==> config.mk <==
export PLATFORM = sky130hd
export DESIGN_NAME = rx_shift
export DESIGN_NICKNAME = d
export VERILOG_FILES = /design/src/rtl/rx_pkg.sv /design/src/rtl/rx_idle_timer.sv /design/src/rtl/rx_shift.sv
export SDC_FILE = /design/constraint.sdc
export NUM_CORES = 1
export LEC_CHECK = 0
export ABC_AREA = 1
export BUFFER_PORTS_ARGS = -buffer_cell sky130_fd_sc_hd__buf_2
export CORE_MARGIN = 5
export CORE_UTILIZATION = 38
export CTS_CLUSTER_SIZE = 14
export DETAILED_ROUTE_END_ITERATION = 10
export HOLD_SLACK_MARGIN = 0.12
export SYNTH_ARGS = -nofsm -noshare
export SYNTH_HDL_FRONTEND = slang
export SYNTH_HIERARCHICAL = 1
export SYNTH_SLANG_ARGS = --single-unit
==> constraint.sdc <==
create_clock -name clk -period 2.7 [get_ports clk]
set_input_delay 0.135 -clock clk [delete_from_list [all_inputs] [get_ports clk]]
set_output_delay 0.135 -clock clk [all_outputs]
set_load 0.02 [all_outputs]
==> src/rtl/rx_pkg.sv <==
// rx_pkg: constants shared by the UART byte assembler, the key-select stage
// and the benches. Block geometry plus the key marker pattern.
package rx_pkg;

    localparam int BLOCK_BYTES = 16;
    localparam int BLOCK_W     = 128;
    localparam int CNT_W       = $clog2(BLOCK_BYTES);

    localparam logic [BLOCK_W-1:0] KEY_MARKER = 128'hDEADBEEFDEADBEEFDEADBEEFDEADBEEF;

    typedef logic [CNT_W-1:0] byte_cnt_t;

    // True when a partial block holds all but its final byte.
    function automatic logic is_last_slot(input byte_cnt_t cnt);
        return cnt == byte_cnt_t'(BLOCK_BYTES - 1);
    endfunction

endpackage

==> src/rtl/rx_idle_timer.sv <==
// rx_idle_timer: counts idle cycles while a partial block is open.
// expire is a one-cycle pulse on the cycle in which the counter would reach
// TIMEOUT_CYCLES-1 without a new byte; the owner registers it, so the visible
// drop lands TIMEOUT_CYCLES cycles after the last accepted byte.
// Only instantiated when RX_SHIFT_TIMEOUT_EN is defined.
module rx_idle_timer
    import rx_pkg::*;
#(
    parameter int TIMEOUT_CYCLES = 2000000
) (
    input  logic clk,
    input  logic reset,   // asynchronous, active low
    input  logic run,     // a partial block is open
    input  logic clear,   // a byte is accepted this cycle
    output logic expire
);

    localparam int TW = (TIMEOUT_CYCLES > 2) ? $clog2(TIMEOUT_CYCLES) : 1;
    localparam logic [TW-1:0] LAST_IDLE = TW'(TIMEOUT_CYCLES - 2);

    logic [TW-1:0] idle_cnt;

    // A byte in the same cycle always wins over the timeout.
    assign expire = run && !clear && (idle_cnt == LAST_IDLE);

    // Idle counter: held at zero when no block is open, on every byte and on expiry.
    always_ff @(posedge clk or negedge reset) begin
        if (!reset) begin
            idle_cnt <= '0;
        end else if (!run || clear || expire) begin
            idle_cnt <= '0;
        end else begin
            idle_cnt <= idle_cnt + TW'(1);
        end
    end

endmodule

==> src/rtl/rx_shift.sv <==
// rx_shift: packs UART bytes MSB-first into 128-bit blocks. Sixteen accepted
// bytes produce one registered block update with a single-cycle write_en.
// Optional inter-byte idle timeout (macro RX_SHIFT_TIMEOUT_EN) discards a
// partial block and pulses drop_err; without the macro partial blocks persist.
module rx_shift
    import rx_pkg::*;
#(
    parameter int TIMEOUT_CYCLES = 2000000
) (
    input  logic               clk,
    input  logic               reset,     // asynchronous, active low
    input  logic [7:0]         rx_data,
    input  logic               rx_valid,
    output logic [BLOCK_W-1:0] block,
    output logic               write_en,
    output logic [3:0]         byte_cnt,
    output logic               drop_err
);

    // Handshake: rx_valid is a one-cycle strobe qualifying rx_data. There is
    // no ready; every rx_valid cycle is accepted unconditionally, one byte per
    // clock at most. write_en and drop_err are one-cycle strobes with no ready.

    logic [BLOCK_W-1:0] shreg;
    logic [BLOCK_W-1:0] shreg_next;
    logic               last_byte;
    logic               expire;

    assign shreg_next = {shreg[BLOCK_W-9:0], rx_data};
    assign last_byte  = rx_valid && is_last_slot(byte_cnt);

`ifdef RX_SHIFT_TIMEOUT_EN
    rx_idle_timer #(
        .TIMEOUT_CYCLES (TIMEOUT_CYCLES)
    ) u_idle_timer (
        .clk    (clk),
        .reset  (reset),
        .run    (byte_cnt != 4'd0),
        .clear  (rx_valid),
        .expire (expire)
    );

    // Drop strobe: one cycle after the timer decides to discard the block.
    always_ff @(posedge clk or negedge reset) begin
        if (!reset) begin
            drop_err <= 1'b0;
        end else begin
            drop_err <= expire;
        end
    end
`else
    logic unused_timeout;
    assign unused_timeout = (TIMEOUT_CYCLES >= 2);
    assign expire         = 1'b0;
    assign drop_err       = 1'b0;
`endif

    // Shift register: stale bytes after a drop are pushed out by new ones.
    always_ff @(posedge clk or negedge reset) begin
        if (!reset) begin
            shreg <= '0;
        end else if (rx_valid) begin
            shreg <= shreg_next;
        end
    end

    // Byte counter: a byte wins over the timeout; the 16th byte wraps to 0.
    always_ff @(posedge clk or negedge reset) begin
        if (!reset) begin
            byte_cnt <= 4'd0;
        end else if (rx_valid) begin
            byte_cnt <= last_byte ? 4'd0 : byte_cnt + 4'd1;
        end else if (expire) begin
            byte_cnt <= 4'd0;
        end
    end

    // Block output and write strobe: registered on the edge sampling byte 16.
    always_ff @(posedge clk or negedge reset) begin
        if (!reset) begin
            block    <= '0;
            write_en <= 1'b0;
        end else begin
            write_en <= last_byte;
            if (last_byte) begin
                block <= shreg_next;
            end
        end
    end

endmodule

==> reports/results.ini <==
[cts]
htree_num_levels=1
clkTransAtPathRegs_ps=60
cts_tree=done
numCtsBuffers=27
ctsResizeCount=0
root_buffer=clkbuf_16
worst_skew_pair.late_latency_ps=510
cts_sinks=253
clock_path_buffers=3

[global_routing]
grt_start_max_net_pins=100
first_global_vias=7088
grt.overflow.total=0
track_usage=0.1560
antenna_found_initial=0
grt_pass1_wl_um=37030

[sta]
rsz0062_at_grt=false
fmax_mhz=577.3
finalWorstSetupSlack_ps=967.9
setup_viol=0
maxSlewHeadroom=0.4669
worst_pin_slew_ps=799.7
drv_slew=0
finalSetupTns_ps=0
skew_ps=8.355
hold_viol_final=0
fin_crit_sh=0.6415
layout_min_cycle_time_ps=1732

[layout]
fin_util=0.4612
fillCellCount=2410
nets=1170
antennaDiodeCount=0
layout-drive-gt1-share=0.1699
multi_input_area_um2=2619
fin_area_um2=11480
area_delta_synth_final_pct=20.72
seqCellArea_um2=6331

[route]
firstDrtPassIters=4
dr.first_iter.drc_count=452
wl_met2_um=10090
dr_total_vias=6913
antenna_left=0
top_layer_used=met4
vias_per_cell=4.587
drc_errors=0
routed_wl_um=21990
m1WireLength_um=10330
routed-wl-met3_um=1227
wl_per_cell_um=14.59

[pwr]
sw_frac_of_total=0.3354
power.net_switching_mw=4.082
sequentialPowerShare=0.449
max-vdd-ir-drop_v=0.0005469
p_int_mw=8.089
leakage_nw=6.339
p_clk_frac=0.308
pwr_density_cell_nw_per_um2=1060
p_total_mw=12.17
power.share.combinational=0.244

[floorplan]
rows=58
initial_utilization=0.3821
dieWidth_um=168.2
die_y_um=168.2
core_um2=24890
boundaryPins=145
dieArea_um2=28290

[synthesis]
ys_types=17
synth_area_leaders=dfrtp_1 (67%), nand2_1 (21%), o21ai_0 (6.0%)
netlist_area_um2=9510
synth_common_cells=nand2_1 (528), dfrtp_1 (253), o21ai_0 (114)
synth_edf_count=0
synthCells=1020
synthesis.nets=1032
syn_avg_cell_area_um2=9.324
synth.most_common_cell=nand2_1
netlist.area_leader.share=0.6657
ys_ff_latch=253
synth_async_sr_flop_share=1.000
synthFlopType=dfrtp_1
yosysTopAreaCell=dfrtp_1
yosysSeqAreaShare=0.6657
yosysWarningCount=6

[setup_path]
timing.rr.start=byte_cnt[1]$_DFFE_PN0P_
cp.required_ps=3150
r2r_end=block[44]$_DFFE_PN0P_
cp_max_fo=55
worst_ep_arrival_time_ps=2180
reg2reg_slack_ps=980
cp-start-kind=input port
endpoint_kind=flop
r2r_cells=6
path_class=input port to flop

[hold_path]
hold_class=input port to async pin

[placement]
placed_cell_area_um2=10470
hpwl_um=13730
io_buffers=143
dp_slack_ps=989.5
place_congestion=0.7444

[outcome]
status=completed

[flow_run]
maxCapViolCount=0

-- cells by family after synthesis --
group | synth area share
buffers and inverters | 0.05947
AOI/OAI and AO/OA | 0.05999
xor gates and xnor gates | 0.0009211
DFF | 0.6657
other | 0.0003943
and+or+nand+nor | 0.2122
adders and majority gates | 0.001315
-- layer usage --
metal	global-route usage	vias up
met4	0.03493	0
met5	0	-
met2	0.2498	164
met1	0.2239	3326
li1	-	3396
met3	0.02771	27
-- worst max-delay path, cell delays in order --
cell           delay, ps
dlygate4sd3_1        540
buf_4                390
nand3_2              180
nor2_4               150
buf_4                500
nand2_1              150
nand2_1               90
-- stage by stage --
stage,instances,hold WS (ps)
2_1_floorplan,1020,-160.6
3_3_place_gp,1449,220.2
3_5_place_dp,1449,235.0
4_1_cts,1507,274.5
5_1_grt,1507,299.4
6_report,1507,233.3
-- power by group through the flow --
stage	combinational [mW]	sequential (mW)	clock (mW)
finish	2.96	5.46	3.74
global route	3.30	5.60	4.00
CTS	3.04	5.47	3.85
detailed placement	3.01	5.51	0
global placement	2.95	5.52	0
floorplan	0.936	6.31	0
-- state kept, by name, indices dropped and copies added (netlist names) --
| register | flops |
|---|---|
| shreg | 120 |
| write_en | 1 |
| block | 128 |
| byte_cnt | 4 |
-- area by class of cell --
cell class / count / area share
multi-input cells: 651 / 0.2281
well taps: 330 / 0.03596
flip-flops and latches: 253 / 0.5514
inverters: 60 / 0.01983
clock buffers: 40 / 0.06920
repair buffers: 165 / 0.08544
clock inverters: 8 / 0.01003
-- worst max-delay path by stage --
| stage | start | depth (start not counted) | end | slack [ps] |
|---|---|---|---|---|
| 3_5_place_dp | byte_cnt[1]$_DFFE_PN0P_ | 6 | block[44]$_DFFE_PN0P_ | 990 |
| 5_1_grt | rx_valid | 7 | block[44]$_DFFE_PN0P_ | 820 |
| 4_1_cts | byte_cnt[1]$_DFFE_PN0P_ | 6 | block[28]$_DFFE_PN0P_ | 970 |
| 3_3_place_gp | rx_valid | 6 | block[22]$_DFFE_PN0P_ | 1040 |
| 6_report | rx_valid | 7 | block[44]$_DFFE_PN0P_ | 970 |
| 2_1_floorplan | byte_cnt[1]$_DFFE_PN0P_ | 7 | block[100]$_DFFE_PN0P_ | 1320 |
-- what timing repair did --
item	CTS	global route
buffers inserted	0	0
hold endpoints to repair	123	0
hold buffers	10	0
-- placed cells by master, fill, tap and decap left out --
cell type / instances
nand3_2: 1
buf_4: 8
buf_2: 141
clkbuf_8: 7
nand3_1: 2
inv_4: 1
bufinv_16: 3
inv_1: 59
clkbuf_1: 6
dlygate4sd3_1: 10
clkbuf_16: 27
clkinv_2: 5
buf_8: 1
nor2_4: 1
conb_1: 1
buf_12: 5
dfrtp_1: 253
o21ai_0: 114
nand2_1: 528
nand4_1: 1
nor2_1: 1
xor2_1: 1
ha_1: 1
Power figures use the tool's default switching activity.
